$ cat config.mk
export PLATFORM = sky130hd
export DESIGN_NAME = gremlin_scheduler
export DESIGN_NICKNAME = d
export VERILOG_FILES = /design/src/rtl/gremlin_scheduler.sv
export SDC_FILE = /design/constraint.sdc
export NUM_CORES = 1
export LEC_CHECK = 0
export ABC_AREA = 1
export ABC_CLOCK_PERIOD_IN_PS = 7700
export CAP_MARGIN = 20
export CELL_PAD_IN_SITES_DETAIL_PLACEMENT = 1
export CELL_PAD_IN_SITES_GLOBAL_PLACEMENT = 1
export CORE_ASPECT_RATIO = 0.5
export CORE_UTILIZATION = 34
export CTS_CLUSTER_DIAMETER = 40
export CTS_CLUSTER_SIZE = 8
export DETAILED_ROUTE_END_ITERATION = 10
export PLACE_DENSITY = 0.7
export SLEW_MARGIN = 20
export SYNTH_ARGS = -nofsm -noshare
export SYNTH_HDL_FRONTEND = slang
export SYNTH_SLANG_ARGS = --single-unit
$ cat constraint.sdc
create_clock -name clk -period 7.7 [get_ports clk]
set_input_delay 1.155 -clock clk [delete_from_list [all_inputs] [get_ports clk]]
set_output_delay 1.155 -clock clk [all_outputs]
set_load 0.02 [all_outputs]
$ cat src/rtl/gremlin_scheduler.sv
// Lifecycle controller for two gremlins. It steps each gremlin through idle, alive, tombstone and respawn-wait.
// It also arbitrates one shared LFSR spawn source between the gremlins, and all outputs are registered.
module gremlin_scheduler #(
  parameter int TOMB_FRAMES    = 120,
  parameter int RESPAWN_FRAMES = 60,
  parameter int X_MIN          = 64,
  parameter int Y_MIN          = 64,
  parameter int STEP           = 1
) (
  input  logic        clk,
  input  logic        rst,
  input  logic        frame_tick,
  input  logic        game_en,
  input  logic        grem0_hit,
  input  logic        grem1_hit,
  output logic [23:0] grem0,
  output logic [23:0] grem1,
  output logic [1:0]  grem0_state,
  output logic [1:0]  grem1_state
);

  localparam logic [10:0] XMIN_C    = 11'(X_MIN);
  localparam logic [10:0] XMAX_C    = 11'(X_MIN + 511);
  localparam logic [10:0] YMIN_C    = 11'(Y_MIN);
  localparam logic [10:0] YMAX_C    = 11'(Y_MIN + 255);
  localparam logic [10:0] STEP_C    = 11'(STEP);
  localparam logic [6:0]  TOMB_C    = 7'(TOMB_FRAMES);
  localparam logic [6:0]  RESPAWN_C = 7'(RESPAWN_FRAMES);

  typedef enum logic [1:0] {
    ST_IDLE  = 2'b00,
    ST_ALIVE = 2'b01,
    ST_DEAD  = 2'b10,
    ST_WAIT  = 2'b11
  } gstate_t;

  logic [15:0] lfsr;
  logic        lfsr_fb;
  logic [1:0]  hit;
  logic [1:0]  req;
  logic [1:0]  grant;

  gstate_t     st_q   [2];
  gstate_t     st_d   [2];
  logic [6:0]  cnt_q  [2];
  logic [6:0]  cnt_d  [2];
  logic [10:0] x_q    [2];
  logic [10:0] x_d    [2];
  logic [10:0] y_q    [2];
  logic [10:0] y_d    [2];
  logic [23:0] word_q [2];
  logic [23:0] word_d [2];
  logic [1:0]  dx_q, dx_d, dy_q, dy_d, pend_q, pend_d;

  assign hit     = {grem1_hit, grem0_hit};
  assign lfsr_fb = lfsr[0] ^ lfsr[2] ^ lfsr[3] ^ lfsr[5];

  // Requests depend only on registered state and inputs, so the grant never loops back into them.
  always_comb begin
    req = 2'b00;
    for (int g = 0; g < 2; g++) begin
      if (game_en) begin
        case (st_q[g])
          ST_IDLE: req[g] = 1'b1;
          ST_WAIT: req[g] = pend_q[g] || (frame_tick && (7'(cnt_q[g] + 7'd1) == RESPAWN_C));
          default: req[g] = 1'b0;
        endcase
      end
    end
  end

  assign grant[0] = req[0];
  assign grant[1] = req[1] & ~req[0];

  always_comb begin
    for (int g = 0; g < 2; g++) begin
      st_d[g]   = st_q[g];
      cnt_d[g]  = cnt_q[g];
      x_d[g]    = x_q[g];
      y_d[g]    = y_q[g];
      dx_d[g]   = dx_q[g];
      dy_d[g]   = dy_q[g];
      pend_d[g] = pend_q[g];

      if (!game_en) begin
        st_d[g]   = ST_IDLE;
        cnt_d[g]  = 7'd0;
        pend_d[g] = 1'b0;
      end else if (grant[g]) begin
        st_d[g]   = ST_ALIVE;
        cnt_d[g]  = 7'd0;
        pend_d[g] = 1'b0;
        x_d[g]    = XMIN_C + {2'b00, lfsr[8:0]};
        y_d[g]    = YMIN_C + {3'b000, lfsr[15:8]};
        dx_d[g]   = lfsr[9];
        dy_d[g]   = lfsr[0];
      end else begin
        case (st_q[g])
          ST_ALIVE: begin
            if (hit[g]) begin
              st_d[g]  = ST_DEAD;
              cnt_d[g] = 7'd0;
            end else if (frame_tick) begin
              // A move that would cross a bound flips direction and holds for this tick.
              if (dx_q[g]) begin
                if (x_q[g] > XMAX_C - STEP_C) dx_d[g] = 1'b0;
                else                          x_d[g]  = x_q[g] + STEP_C;
              end else begin
                if (x_q[g] < XMIN_C + STEP_C) dx_d[g] = 1'b1;
                else                          x_d[g]  = x_q[g] - STEP_C;
              end
              if (dy_q[g]) begin
                if (y_q[g] > YMAX_C - STEP_C) dy_d[g] = 1'b0;
                else                          y_d[g]  = y_q[g] + STEP_C;
              end else begin
                if (y_q[g] < YMIN_C + STEP_C) dy_d[g] = 1'b1;
                else                          y_d[g]  = y_q[g] - STEP_C;
              end
            end
          end
          ST_DEAD: begin
            if (frame_tick) begin
              if (7'(cnt_q[g] + 7'd1) == TOMB_C) begin
                st_d[g]  = ST_WAIT;
                cnt_d[g] = 7'd0;
              end else begin
                cnt_d[g] = cnt_q[g] + 7'd1;
              end
            end
          end
          ST_WAIT: begin
            // The terminal tick latches a pending request when the other gremlin wins the arbiter.
            if (frame_tick && !pend_q[g]) begin
              if (7'(cnt_q[g] + 7'd1) == RESPAWN_C) begin
                pend_d[g] = 1'b1;
                cnt_d[g]  = 7'd0;
              end else begin
                cnt_d[g] = cnt_q[g] + 7'd1;
              end
            end
          end
          default: ;
        endcase
      end

      case (st_d[g])
        ST_ALIVE: word_d[g] = {1'b1, x_d[g], y_d[g], 1'b1};
        ST_DEAD:  word_d[g] = {1'b1, x_d[g], y_d[g], 1'b0};
        default:  word_d[g] = 24'h0;
      endcase
    end
  end

  always_ff @(posedge clk) begin
    if (rst) begin
      lfsr   <= 16'hACE1;
      dx_q   <= 2'b00;
      dy_q   <= 2'b00;
      pend_q <= 2'b00;
      for (int g = 0; g < 2; g++) begin
        st_q[g]   <= ST_IDLE;
        cnt_q[g]  <= 7'd0;
        x_q[g]    <= 11'd0;
        y_q[g]    <= 11'd0;
        word_q[g] <= 24'h0;
      end
    end else begin
      lfsr   <= {lfsr_fb, lfsr[15:1]};
      dx_q   <= dx_d;
      dy_q   <= dy_d;
      pend_q <= pend_d;
      for (int g = 0; g < 2; g++) begin
        st_q[g]   <= st_d[g];
        cnt_q[g]  <= cnt_d[g];
        x_q[g]    <= x_d[g];
        y_q[g]    <= y_d[g];
        word_q[g] <= word_d[g];
      end
    end
  end

  assign grem0       = word_q[0];
  assign grem1       = word_q[1];
  assign grem0_state = st_q[0];
  assign grem1_state = st_q[1];

endmodule

==> results.md <==
* Core footprint at around 21,000 µm²
* Slew HR at around 33%
* EDFF count, synth at 0
* Overall die height at about 110 µm
* Compound-Gate Fraction of Synth Area at around 12%
* Clk_skew at 0.00982 ns
* Clock tree buffer depth at 2
* Maximum vdd ir drop at 0.000106 V
* XOR/XNOR share of the synthesized area at 2.47%
* Cts repair resizes at 0
* Tightest Hold Check Type: register to register
* DP HPWL at 17.4 mm
* Placer Congestion at about 0.9
* Sequential share of the synthesized area at between 30% and 40%
* Area Growth Syn to Fin at 19.0%
* Fmax at around 0.27 GHz
* PwrDens at 219 nW/µm²
* Register bit total from synthesis at approximately 130
* Clock tree from TritonCTS: done
* CP startpoint: game_en
* Routed wire length at 23.9 mm
* Crit Reg-Reg Startpoint: cnt_q[0][0]$_SDFFE_PP0P_
* Initial antenna violation count at 0
* I/O pin count at 58
* WP data arrival at about 4.1 ns
* Hold Path Depth at 2
* # hold bufs at CTS at 0
* Max cap viols at 0
* Share of cells above drive strength 1 at under 10%
* PortBufs at 57
* Fin crit period at 3.76 ns
* Starting Density at 35.4%
* Post-DR wirelength/cell at 16.3 µm
* Die area at 22,500 µm²
* Worst-skew pair later-pin latency at 0.45 ns
* DR iter-0 viols at 476
* ANT nets after route at 0
* Synth top cells by count: nand2_1, nor2_1, dfxtp_1, inv_1, nand3_1
* Mux cell area share after synthesis at 0%
* Register clock-pin slew on the reported worst setup and hold paths at 0.06 ns
* Pin count of the biggest net entering global routing at 64
* Leakage at 3.80 nW
* Fin crit share at 48.8%
* Main combinational cell family by area after synthesis: simple AND/OR/NAND/NOR gates
* Setup ws final at 3.95 ns
* CTS Sinks at 132
* RSZ-0062 raised after global routing: false
* CP max FO at 34
* Register area at 2640 µm²
* GRT Residual Overflow at 0
* NumNets Final at 1,199
* GRT Util Overall at 22.5%
* Tot Pwr at 1.94 mW
* Worst Setup Start Kind: input port
* R2r worst-path depth at 18
* Non-Filler Instances at between 1,000 and 1,500
* Worst Hold Launch: lfsr[15]$_SDFF_PP1_
* First-pass GRT wire length at 39.3 mm
* Mapped Nets at 1,153
* Final setup violation count at 0
* Adder-cell share of the synthesized area at 5.22%
* Outcome: finished clean
* Synthesized instance count at 1,116
* Die width at 211 µm
* Required @ worst endpoint at 8.02 ns
* Synth area leader: dfxtp_1
* Share of the synthesized area in the top cell type at 35.6%
* Row count at 37
* Fillers at between 2,000 and 3,000
* Crit path kind: input port to register
* Synth Cell Area at 7430 µm²
* Fin Setup TNS at 0 ns
* Total iterations of the first detailed-routing run at 6
* Number of diodes at 0
* Placed cell count at around 1,400
* Vias per cell at 5.03
* Vias at 7,374
* DRC violations left at 0
* Synth Area in Simple Gates at 35.4%
* Clock Tree Root: clkbuf_16
* Avg Inst Size Synth at 6.66 µm²
* Worst Tran Pin Value at 1.01 ns
* Vias in the first global route at between 7,000 and 8,000
* Multi-input combinational cell area at 4110 µm²
* Asr flop ratio synth at 0%
* CP Capture Type: register
* CTS Buf Count at 17
* Synth unique cells at 46
* Most repeated cell in the gate-level netlist after synthesis: nand2_1
* Synth top area cells: dfxtp_1, nand2_1, nor2_1
* Place WS at 3.57 ns
* Prevailing post-synth register cell: dfxtp_1
* Final max-slew violation count at 0
* Htree depth at 4
* Hold Vio Cnt, Final at 0
* Hold_ws at between 0.4 and 0.5 ns
* Synth warn at 0
* Setup repair bufs after CTS at 0
==> metal layers <==
layer / wire (µm) / GRT usage, % / up-vias
met5: 0 / 0 / -
met4: 359 / 6.73 / 0
met3: 809 / 4.46 / 26
met2: 10500 / 35.2 / 97
met1: 12300 / 31.1 / 3553
li1: - / - / 3698
==> registers in the layout (all words and copies together), names as in the netlist <==
register / count
st_q: 4
cnt_q: 14
lfsr: 16
x_q: 22
dy_q: 2
word_q: 48
pend_q: 2
y_q: 22
dx_q: 2
==> cells in the final DEF, fill, tap and decap left out, drive strengths merged, types with 7 or more instances in the layout <==
master,synthesis,layout
nand2,289,289
nor2,157,157
inv,133,142
dfxtp,132,132
nand3,106,106
a21oi,79,79
clkdlybuf4s50,0,56
o21ai,53,53
ha,31,31
nand4,25,25
xor2,18,18
clkbuf,25,17
nor3,13,13
a211oi,9,9
o211ai,7,7
buf,11,7
==> final timing paths <==
path | end | slack, ns
setup / recovery | word_q[0][26]$_SDFF_PP0_ | 3.95
hold / removal | lfsr[14]$_SDFF_PP0_ | 0.44
setup reg to reg | word_q[0][26]$_SDFF_PP0_ | 4.08
hold reg to reg | lfsr[14]$_SDFF_PP0_ | 0.44
==> cells by family (layout without fill, tap and decap cells) <==
kind of cell,after synthesis,after routing
AND/OR/NAND/NOR,602,602
buffers and inverters,171,229
AO/OA/AOI/OAI,159,159
flip-flops,132,132
adder cells (fa/ha/maj),31,31
XOR/XNOR,21,21
==> power breakdown <==
| group | internal (mW) | total [mW] | switching (mW) |
|---|---|---|---|
| sequential | 0.712 | 0.750 | 0.0377 |
| clock | 0.518 | 0.872 | 0.354 |
| combinational | 0.0978 | 0.315 | 0.217 |
| total | 1.33 | 1.94 | 0.609 |
==> layout make-up <==
type,count,area share [%]
multi-input combinational,813,46.4
inverter,135,5.73
timing repair buffer,63,6.90
tap,292,4.13
clock inverter,14,2.14
sequential,132,29.9
clock buffer,17,4.81
==> through the flow <==
step / util [%] / cell area, µm²
finish: 42.2 / 8840
global route: 42.2 / 8840
CTS: 42.2 / 8840
detailed placement: 39.2 / 8230
global placement: 39.2 / 8230
floorplan: - / 7430
==> critical path, stage by stage <==
cell and delay (ns):
clkdlybuf4s50_1 0.46, buf_4 0.37, nand3_4 0.47, nand2_8 0.41, nand2_4 0.12, nor2_1 0.17
inv_1 0.09, ha_1 0.20, o21ai_1 0.16, buf_4 0.33, nor2_1 0.10
(Power assumes the default switching activity.)
